<file path="src/rtl/imem_loader.sv">
// imem_loader: program loader for the instruction memory.
//
// Accepts a byte stream (valid/ready), assembles little-endian 32-bit words
// and writes them from word address 0 upward through the instruction
// memory's write port. The core is held halted until the whole image has
// been written. The first byte is a header giving the word count
// (0 means 2^ADDR_W words).
//
// Optional feature macro: LOADER_CHECKSUM_EN
//   When defined, a trailing checksum byte (XOR of the header and all data
//   bytes) must match before the core is released; a mismatch goes to ERR.
//
// Ports:
//   clk        rising-edge clock
//   reset      asynchronous, active-low reset
//   byte_valid source presents a byte
//   byte_data  byte value
//   byte_ready loader accepts a byte (HDR, DATA, CHK)
//   load_req   in RUN or ERR, starts a new load
//   mem_addr   instruction-memory write word address
//   mem_data   instruction-memory write data
//   mem_wren   write strobe, one cycle per word
//   core_halt  holds the core in every state except RUN
//   done       1 only in RUN
//   error      1 only in ERR
module imem_loader #(
    parameter int unsigned ADDR_W = 6,
    parameter int unsigned DATA_W = 32
) (
    input  logic              clk,
    input  logic              reset,
    input  logic              byte_valid,
    input  logic [7:0]        byte_data,
    output logic              byte_ready,
    input  logic              load_req,
    output logic [ADDR_W-1:0] mem_addr,
    output logic [DATA_W-1:0] mem_data,
    output logic              mem_wren,
    output logic              core_halt,
    output logic              done,
    output logic              error
);

    localparam int unsigned CAP = 1 << ADDR_W;

`ifdef LOADER_CHECKSUM_EN
    typedef enum logic [2:0] {HDR, DATA, WRITE, CHK, RUN, ERR} state_t;
`else
    typedef enum logic [2:0] {HDR, DATA, WRITE, RUN, ERR} state_t;
`endif

    state_t            state_q, state_d;
    logic [ADDR_W:0]   count_q;
    logic [ADDR_W:0]   widx_q;
    logic [ADDR_W:0]   widx_inc;
    logic [1:0]        bidx_q;
    logic [23:0]       asm_q;
    logic              byte_ready_q, core_halt_q, done_q, error_q, mem_wren_q;
    logic [ADDR_W-1:0] mem_addr_q;
    logic [DATA_W-1:0] mem_data_q;
`ifdef LOADER_CHECKSUM_EN
    logic [7:0]        xsum_q;
`endif

    logic [8:0]        hdr_words;
    logic              hdr_ok;
    logic              accept;
    logic              last_word;

    assign accept    = byte_valid & byte_ready_q;
    // Header 0 stands for a full 2^ADDR_W-word image.
    assign hdr_words = (byte_data == 8'd0) ? 9'(CAP) : {1'b0, byte_data};
    assign hdr_ok    = (32'(hdr_words) <= CAP);
    assign widx_inc  = widx_q + (ADDR_W+1)'(1);
    assign last_word = (widx_inc == count_q);

    assign byte_ready = byte_ready_q;
    assign core_halt  = core_halt_q;
    assign done       = done_q;
    assign error      = error_q;
    assign mem_wren   = mem_wren_q;
    assign mem_addr   = mem_addr_q;
    assign mem_data   = mem_data_q;

    always_comb begin
        state_d = state_q;
        case (state_q)
            HDR:   if (accept) state_d = hdr_ok ? DATA : ERR;
            DATA:  if (accept && bidx_q == 2'd3) state_d = WRITE;
`ifdef LOADER_CHECKSUM_EN
            WRITE: state_d = last_word ? CHK : DATA;
            CHK:   if (accept) state_d = (byte_data == xsum_q) ? RUN : ERR;
`else
            WRITE: state_d = last_word ? RUN : DATA;
`endif
            RUN:   if (load_req) state_d = HDR;
            ERR:   if (load_req) state_d = HDR;
            default: state_d = HDR;
        endcase
    end

    // Outputs are registered from the next state so they change on the same
    // edge as the state itself.
    always_ff @(posedge clk or negedge reset) begin
        if (!reset) begin
            state_q      <= HDR;
            byte_ready_q <= 1'b1;
            core_halt_q  <= 1'b1;
            done_q       <= 1'b0;
            error_q      <= 1'b0;
            mem_wren_q   <= 1'b0;
            mem_addr_q   <= '0;
            mem_data_q   <= '0;
            count_q      <= '0;
            widx_q       <= '0;
            bidx_q       <= '0;
            asm_q        <= '0;
`ifdef LOADER_CHECKSUM_EN
            xsum_q       <= '0;
`endif
        end else begin
            state_q      <= state_d;
`ifdef LOADER_CHECKSUM_EN
            byte_ready_q <= (state_d == HDR) || (state_d == DATA) || (state_d == CHK);
`else
            byte_ready_q <= (state_d == HDR) || (state_d == DATA);
`endif
            core_halt_q  <= (state_d != RUN);
            done_q       <= (state_d == RUN);
            error_q      <= (state_d == ERR);
            mem_wren_q   <= (state_d == WRITE);

            case (state_q)
                HDR: begin
                    if (accept) begin
                        count_q <= hdr_words[ADDR_W:0];
                        widx_q  <= '0;
                        bidx_q  <= '0;
                        asm_q   <= '0;
`ifdef LOADER_CHECKSUM_EN
                        xsum_q  <= xsum_q ^ byte_data;
`endif
                    end
                end
                DATA: begin
                    if (accept) begin
                        bidx_q <= bidx_q + 2'd1;
`ifdef LOADER_CHECKSUM_EN
                        xsum_q <= xsum_q ^ byte_data;
`endif
                        case (bidx_q)
                            2'd0: asm_q[7:0]   <= byte_data;
                            2'd1: asm_q[15:8]  <= byte_data;
                            2'd2: asm_q[23:16] <= byte_data;
                            default: begin
                                // 4th byte goes straight to the write data.
                                mem_addr_q <= widx_q[ADDR_W-1:0];
                                mem_data_q <= {byte_data, asm_q};
                            end
                        endcase
                    end
                end
                WRITE: widx_q <= widx_inc;
`ifdef LOADER_CHECKSUM_EN
                RUN:   if (load_req) xsum_q <= '0;
                ERR:   if (load_req) xsum_q <= '0;
`endif
                default: ;
            endcase
        end
    end

endmodule

</file>
<file path="config.mk">
export PLATFORM = sky130hd
export DESIGN_NAME = imem_loader
export DESIGN_NICKNAME = d
export VERILOG_FILES = /design/src/rtl/imem_loader.sv
export SDC_FILE = /design/constraint.sdc
export NUM_CORES = 1
export LEC_CHECK = 0
export BUFFER_PORTS_ARGS = -buffer_cell sky130_fd_sc_hd__clkbuf_2
export CORE_ASPECT_RATIO = 0.8
export CORE_MARGIN = 4
export CORE_UTILIZATION = 31
export DETAILED_ROUTE_END_ITERATION = 7
export PLACE_DENSITY = 0.48
export RECOVER_POWER = 100
export SLEW_MARGIN = 20
export SYNTH_ARGS = -nofsm -noshare
export SYNTH_HDL_FRONTEND = slang
export SYNTH_SLANG_ARGS = --single-unit
export TNS_END_PERCENT = 5
</file>
<file path="constraint.sdc">
create_clock -name clk -period 1.6 [get_ports clk]
set_input_delay 0 -clock clk [delete_from_list [all_inputs] [get_ports clk]]
set_output_delay 0 -clock clk [all_outputs]
set_load 0.02 [all_outputs]
</file>
==> results of run 1 <==
per-stage QoR:
step | total power, mW | setup slack [ns]
floorplan | 4.04 | -0.182
global placement | 4.83 | 0.0207
detailed placement | 4.87 | -0.0312
CTS | 7.14 | -0.00338
global route | 7.46 | -0.0558
finish | 7.01 | -0.00353
critical path, delay by kind of cell (launching register included):
kind / cells / cell delay [ns]
and+or+nand+nor: 3 / 0.49
buffers and inverters: 1 / 0.21
DFF: 1 / 0.41
xor gates and xnor gates: 1 / 0.17
adders and majority gates: 1 / 0.26
synthesized netlist by cell type, drive strengths merged (2+ instances only):
library cell,count,share of area
and3,4,0.0071
buf,6,0.0086
nand4,2,0.0036
nand3,7,0.010
clkbuf,5,0.0053
xnor2,7,0.017
nor2,9,0.0096
dfrtp,84,0.60
dfstp,2,0.015
nand2,43,0.046
inv,6,0.0064
a21oi,2,0.0029
xor2,7,0.017
nor4,4,0.0089
mux2,44,0.14
ha,6,0.021
o21ai,35,0.050
o22ai,3,0.0053
nor3,2,0.0075
a22o,2,0.0050
power by group through the flow:
stage	clock, mW	sequential [mW]	combinational [mW]
after floorplan	0	3.10	0.943
after global placement	0	3.02	1.81
after detailed placement	0	3.03	1.84
after CTS	2.28	2.99	1.87
after global routing	2.37	3.05	2.04
final	2.21	2.98	1.82
cells by family after synthesis:
kind of cell / synth area share
simple gates: 0.100
flops: 0.614
buf+inv: 0.0203
fa+ha+maj: 0.0214
compound gates: 0.0652
xor+xnor: 0.0349
mux: 0.144
worst max-delay path by stage:
stage / from / end / depth (start not counted)
2_1_floorplan: byte_ready / mem_addr[0] / 6
3_3_place_gp: byte_ready / mem_addr[4] / 5
3_5_place_dp: byte_ready / mem_data[24] / 5
4_1_cts: widx_q[0] / byte_ready / 5
5_1_grt: byte_ready / asm_q[2] / 7
6_report: widx_q[0] / state_q[1] / 6
final cells by class:
type                    count  area [sq um]
fillers                  1076          6360
clock buffers              12           246
clock inverters             4          70.1
flip-flops and latches     86          2160
repair buffers             95           602
inverters                   6          22.5
well taps                 144           180
multi-input cells         183          1340
per-layer routing:
| layer | global-route usage | vias to the layer above | routed length (um) |
|---|---|---|---|
| met4 | 0.0330 | 0 | 82 |
| met5 | 0 | - | 0 |
| met2 | 0.199 | 68 | 3700 |
| met1 | 0.175 | 1178 | 3730 |
| li1 | - | 1170 | - |
| met3 | 0.0518 | 7 | 534 |
layout by cell type, fill, tap and decap left out, types with 2 or more instances in the layout:
cell	n
buf_6	2
o21ai_0	29
inv_1	5
o21ai_1	6
clkbuf_1	45
dfstp_2	2
ha_1	5
clkbuf_16	9
buf_4	25
and3_1	3
nand2_1	41
nor4_1	2
o22ai_1	3
nand3_1	6
mux2_2	44
dfrtp_2	3
a21oi_1	2
xnor2_1	7
nor2_1	9
xor2_1	7
nand4_1	2
a22o_1	2
clkinv_2	2
nor4_2	2
bufinv_16	2
dlygate4sd3_1	9
clkbuf_2	12
dfrtp_1	81
buf_12	4
what timing repair did:
| action | 4_1_cts | 5_1_grt |
|---|---|---|
| setup endpoints to repair | 36 | 57 |
| hold endpoints to repair | 101 | 0 |
| buffers inserted | 0 | 9 |
| hold buffers | 9 | 0 |
| gates cloned | 0 | 0 |
| resized for setup | 6 | 11 |
| pin swaps | 4 | 5 |
state kept, by name, indices dropped and copies added (netlist names):
name,cells
mem_data,32
asm_q,24
count_q,7
widx_q,7
mem_addr,6
state_q,3
bidx_q,2
byte_ready,1
core_halt,1
done,1
error,1
mem_wren,1
==> impl_metrics.json, run 1 <==
{
  "outcome": "finished, violations left",
  "violations": "negative setup slack",
  "setup_tns_ns": -0.00353,
  "port_buffers": 54,
  "hold_viol": 0,
  "ys_seq_area_frac": 0.614,
  "whs_path_depth": 4,
  "firstDrtPassIters": 4,
  "drcViolationCount": 0,
  "r2r_setup_slack_ns": -0.004,
  "detail-route-antenna-nets": 0,
  "hold_start": "load_req",
  "n_antenna_cell": 0,
  "place_hpwl_um": 5590,
  "critPathSlowestCell": "dfrtp_1",
  "final_core_util": 0.421,
  "r2r-end": "state_q[1]",
  "whs_endpoint": "done",
  "finalNetCount": 399,
  "synth-seq-cells": 86,
  "via_count": 2423,
  "grt_start_max_net_pins": 57,
  "drt_iter0_markers": 159,
  "avgSynthCellArea_sq_um": 12.3,
  "relSlewSlack": 0.502,
  "slowest_delay_ns": 0.41,
  "drv_cap": 0,
  "setup_slack_ns": -0.00353,
  "synth_nets": 304,
  "drive_gt1_frac": 0.303,
  "power_density_mw_per_mm2": 1520,
  "antenna_found_initial": 0,
  "path_clk_slew_ns": 0.06,
  "critPathLaunchType": "register",
  "rsz0062_at_grt": "true",
  "syn_area_sq_mm": 0.00351,
  "r2r_cells": 6,
  "switching_power_mw": 2.14,
  "cts_made_buffers": 9,
  "clock-root-buffer": "clkbuf_16",
  "synth_ff_type": "dfrtp_1",
  "p_comb_frac": 0.259,
  "worst-path-max-fanout": 4,
  "die_width_um": 127,
  "grt_pass1_wl_um": 13000,
  "period_minus_slack_ns": 1.60,
  "worstSkewPairLatency_ns": 0.33,
  "die_h_um": 103,
  "crit_chain": "ha_4, xor2_1, nor4_2, nand4_1, buf_4, nand2_2",
  "synth-async-reset-ratio": 1.00,
  "hold_ws_ns": 0.0126,
  "vias_per_cell": 4.57,
  "cts.path.max_buffers": 2,
  "min_period_over_period": 1.00,
  "finalNonFillerCells": 530,
  "placed_area_sq_mm": 0.00414,
  "switching_share": 0.305,
  "endpoint_kind": "register",
  "skew_ns": 0.00540,
  "finalSetupViolations": 1,
  "worst_pin_slew_ns": 0.747,
  "p_int_mw": 4.87,
  "yosys.cell_types.count": 30,
  "crit_type": "reg2reg",
  "clkSinkCount": 86,
  "p_leak_nw": 2.17,
  "synthCells": 286,
  "gp_routability_congestion": 0.763,
  "htreeDepth": 3,
  "cp_data_arrival_time_ns": 1.87,
  "ir_drop_mv": 0.529,
  "r2r-start": "widx_q[0]",
  "initial_core_util": 0.320,
  "placedCellCount": 496,
  "postLayoutCellArea_sq_mm": 0.00462,
  "min_path_type": "in2reg",
  "tritoncts": "built",
  "coreArea_sq_mm": 0.0110,
  "avgRoutedWirePerCell_um": 15.2,
  "grt_pass1_vias": 2468,
  "dieArea_sq_mm": 0.0131,
  "p_clk_frac": 0.315,
  "seqPwrFrac": 0.425,
  "gr-total-overflow": 0,
  "cp_data_required_time_ns": 1.87,
  "maxSlewViolCount": 0,
  "grtUsageTotal": 0.130,
  "io_pins": 55,
  "core.rowCount": 34,
  "area_growth_syn_to_layout_pct": 31.5,
  "yosysWarnings": 0,
  "synth_edf_count": 0,
  "fmax_ghz": 0.624,
  "drt-total-wl_um": 8050
}
(Power assumes the default switching activity.)
==> run 2: changes to the inputs <==
--- a/config.mk
+++ b/config.mk
@@ -6,11 +6,13 @@
 export NUM_CORES = 1
 export LEC_CHECK = 0
 export BUFFER_PORTS_ARGS = -buffer_cell sky130_fd_sc_hd__clkbuf_2
+export CELL_PAD_IN_SITES_DETAIL_PLACEMENT = 0
+export CELL_PAD_IN_SITES_GLOBAL_PLACEMENT = 1
 export CORE_ASPECT_RATIO = 0.8
-export CORE_MARGIN = 4
+export CORE_MARGIN = 3
 export CORE_UTILIZATION = 31
 export DETAILED_ROUTE_END_ITERATION = 7
-export PLACE_DENSITY = 0.48
+export PLACE_DENSITY = 0.57
 export RECOVER_POWER = 100
 export SLEW_MARGIN = 20
 export SYNTH_ARGS = -nofsm -noshare
==> impl_metrics.json, run 2 (synthesis gave the netlist of run 1 again) <==
{
  "cts_made_buffers": 9,
  "place_hpwl_um": 5390,
  "period_minus_slack_ns": 1.61,
  "drive_gt1_frac": 0.287,
  "worstSkewPairLatency_ns": 0.34,
  "port_buffers": 54,
  "cts.path.max_buffers": 2,
  "final_cell_mix": "83 x dfrtp_1, 45 x clkbuf_1, 42 x mux2_2",
  "drcViolationCount": 0,
  "initial_core_util": 0.320,
  "power_density_mw_per_mm2": 1560,
  "total_power_mw": 7.19,
  "vias_per_cell": 4.57,
  "ir_drop_mv": 0.618,
  "clock-root-buffer": "clkbuf_16",
  "n_antenna_cell": 0,
  "hold_viol": 0,
  "path_clk_slew_ns": 0.06,
  "crit_chain": "nand2_4, buf_6, nor4_4, buf_4, mux2_2",
  "skew_ns": 0.00821,
  "cp_data_arrival_time_ns": 1.83,
  "drt-total-wl_um": 7770,
  "io_pins": 55,
  "coreArea_sq_mm": 0.0110,
  "fmax_ghz": 0.622,
  "die_h_um": 101,
  "detail-route-antenna-nets": 0,
  "cpLargestDelayFamily": "flip-flops",
  "grt_pass1_vias": 2453,
  "worst-path-max-fanout": 5,
  "min_path_type": "in2reg",
  "drt_iter0_markers": 81,
  "crit_type": "reg2reg",
  "violations": "negative setup slack",
  "gp_routability_congestion": 0.745,
  "tritoncts": "built",
  "finalSetupViolations": 3,
  "cp_data_required_time_ns": 1.82,
  "area_growth_syn_to_layout_pct": 31.0,
  "critPathLaunchType": "register",
  "via_count": 2411,
  "drv_cap": 0,
  "outcome": "finished, violations left",
  "grt_start_max_net_pins": 87,
  "min_period_over_period": 1.01,
  "worst-path-buf-inv": 2,
  "dieArea_sq_mm": 0.0126,
  "largest_reg_flops": 32,
  "gr-total-overflow": 0,
  "firstDrtPassIters": 5,
  "final_core_util": 0.419,
  "rsz0062_at_grt": "true",
  "endpoint_kind": "register",
  "slowest_delay_ns": 0.56,
  "die_width_um": 125,
  "placedCellCount": 497,
  "p_leak_nw": 2.16,
  "finalNetCount": 396,
  "antenna_found_initial": 0,
  "mostFrequentLayoutCell": "dfrtp_1",
  "clkSinkCount": 86,
  "core.rowCount": 34,
  "critPathSlowestCell": "dfstp_2",
  "grt_pass1_wl_um": 13000,
  "htreeDepth": 3,
  "grtUsageTotal": 0.132,
  "maxSlewViolCount": 0,
  "finalNonFillerCells": 527,
  "relSlewSlack": 0.214,
  "avgRoutedWirePerCell_um": 14.7,
  "worst_pin_slew_ns": 1.18,
  "setup_slack_ns": -0.00849
}
[run 2: cell types whose count changed in the layout (fill, tap and decap cells not counted), sizes merged]
cell / change
clkinv: -1
clkinvlp: +1
dlygate4sd3: +1
inv: +1
buf: -5
[run 2: per-stage QoR]
stage               instance area, sq um  hold slack (ns)  setup TNS (ns)  worst slack, ns
floorplan                           3540           -0.296           -7.63           -0.182
global placement                    4160           0.0814          -0.395          -0.0533
detailed placement                  4160           0.0813          -0.434          -0.0766
CTS                                 4630           0.0310         -0.0651          -0.0137
global route                        4600           0.0564          -0.739          -0.0721
finish                              4600           0.0410         -0.0169         -0.00849
[run 2: worst reg2reg max path, cell delays in order, from the launching register on]
cell and delay (ns):
dfstp_2 0.56, nand2_4 0.07, buf_6 0.12, nor4_4 0.19, buf_4 0.22, mux2_2 0.34
[run 2: path summary, 6_finish.rpt]
kind | end | depth (start not counted) | from | slack [ns]
max in group asynchronous | state_q[1] | 3 | reset | 0.25
min in group asynchronous | state_q[0] | 3 | reset | 0.58
setup / recovery | count_q[3] | 5 | byte_ready | -0.008
setup reg to reg | count_q[3] | 5 | byte_ready | -0.008
hold / removal | state_q[0] | 4 | byte_valid | 0.04
hold reg to reg | asm_q[7] | 2 | asm_q[7] | 0.48
[run 2: area by class of cell]
| type | count | area, sq um |
|---|---|---|
| Fill cell | 1098 | 6380 |
| Tap cell | 144 | 180 |
| Multi-Input combinational cell | 183 | 1350 |
| Sequential cell | 86 | 2160 |
| Timing Repair Buffer | 92 | 568 |
| Inverter | 6 | 22.5 |
| Clock inverter | 5 | 81.3 |
| Clock buffer | 11 | 243 |
[run 2: metal layers]
metal  track usage  vias up  routed length [um]
li1              -     1167                   -
met1         0.180     1192                3800
met2         0.203       44                3550
met3        0.0453        8                 343
met4        0.0400        0                  89
met5             0        -                   0
[run 2: timing repair]
action                                  CTS  global route
endpoints found under the setup margin    8            67
hold buffers                             10             0
buffers inserted                          3             0
gates resized for setup                   5            12
hold endpoints to repair                100             0
gates cloned                              1             0
pin swaps                                 3             5
[run 2: power breakdown]
part	internal [mW]	switching [mW]
combinational	0.859	1.09
clock	1.41	0.839
sequential	2.69	0.297
total	4.96	2.23
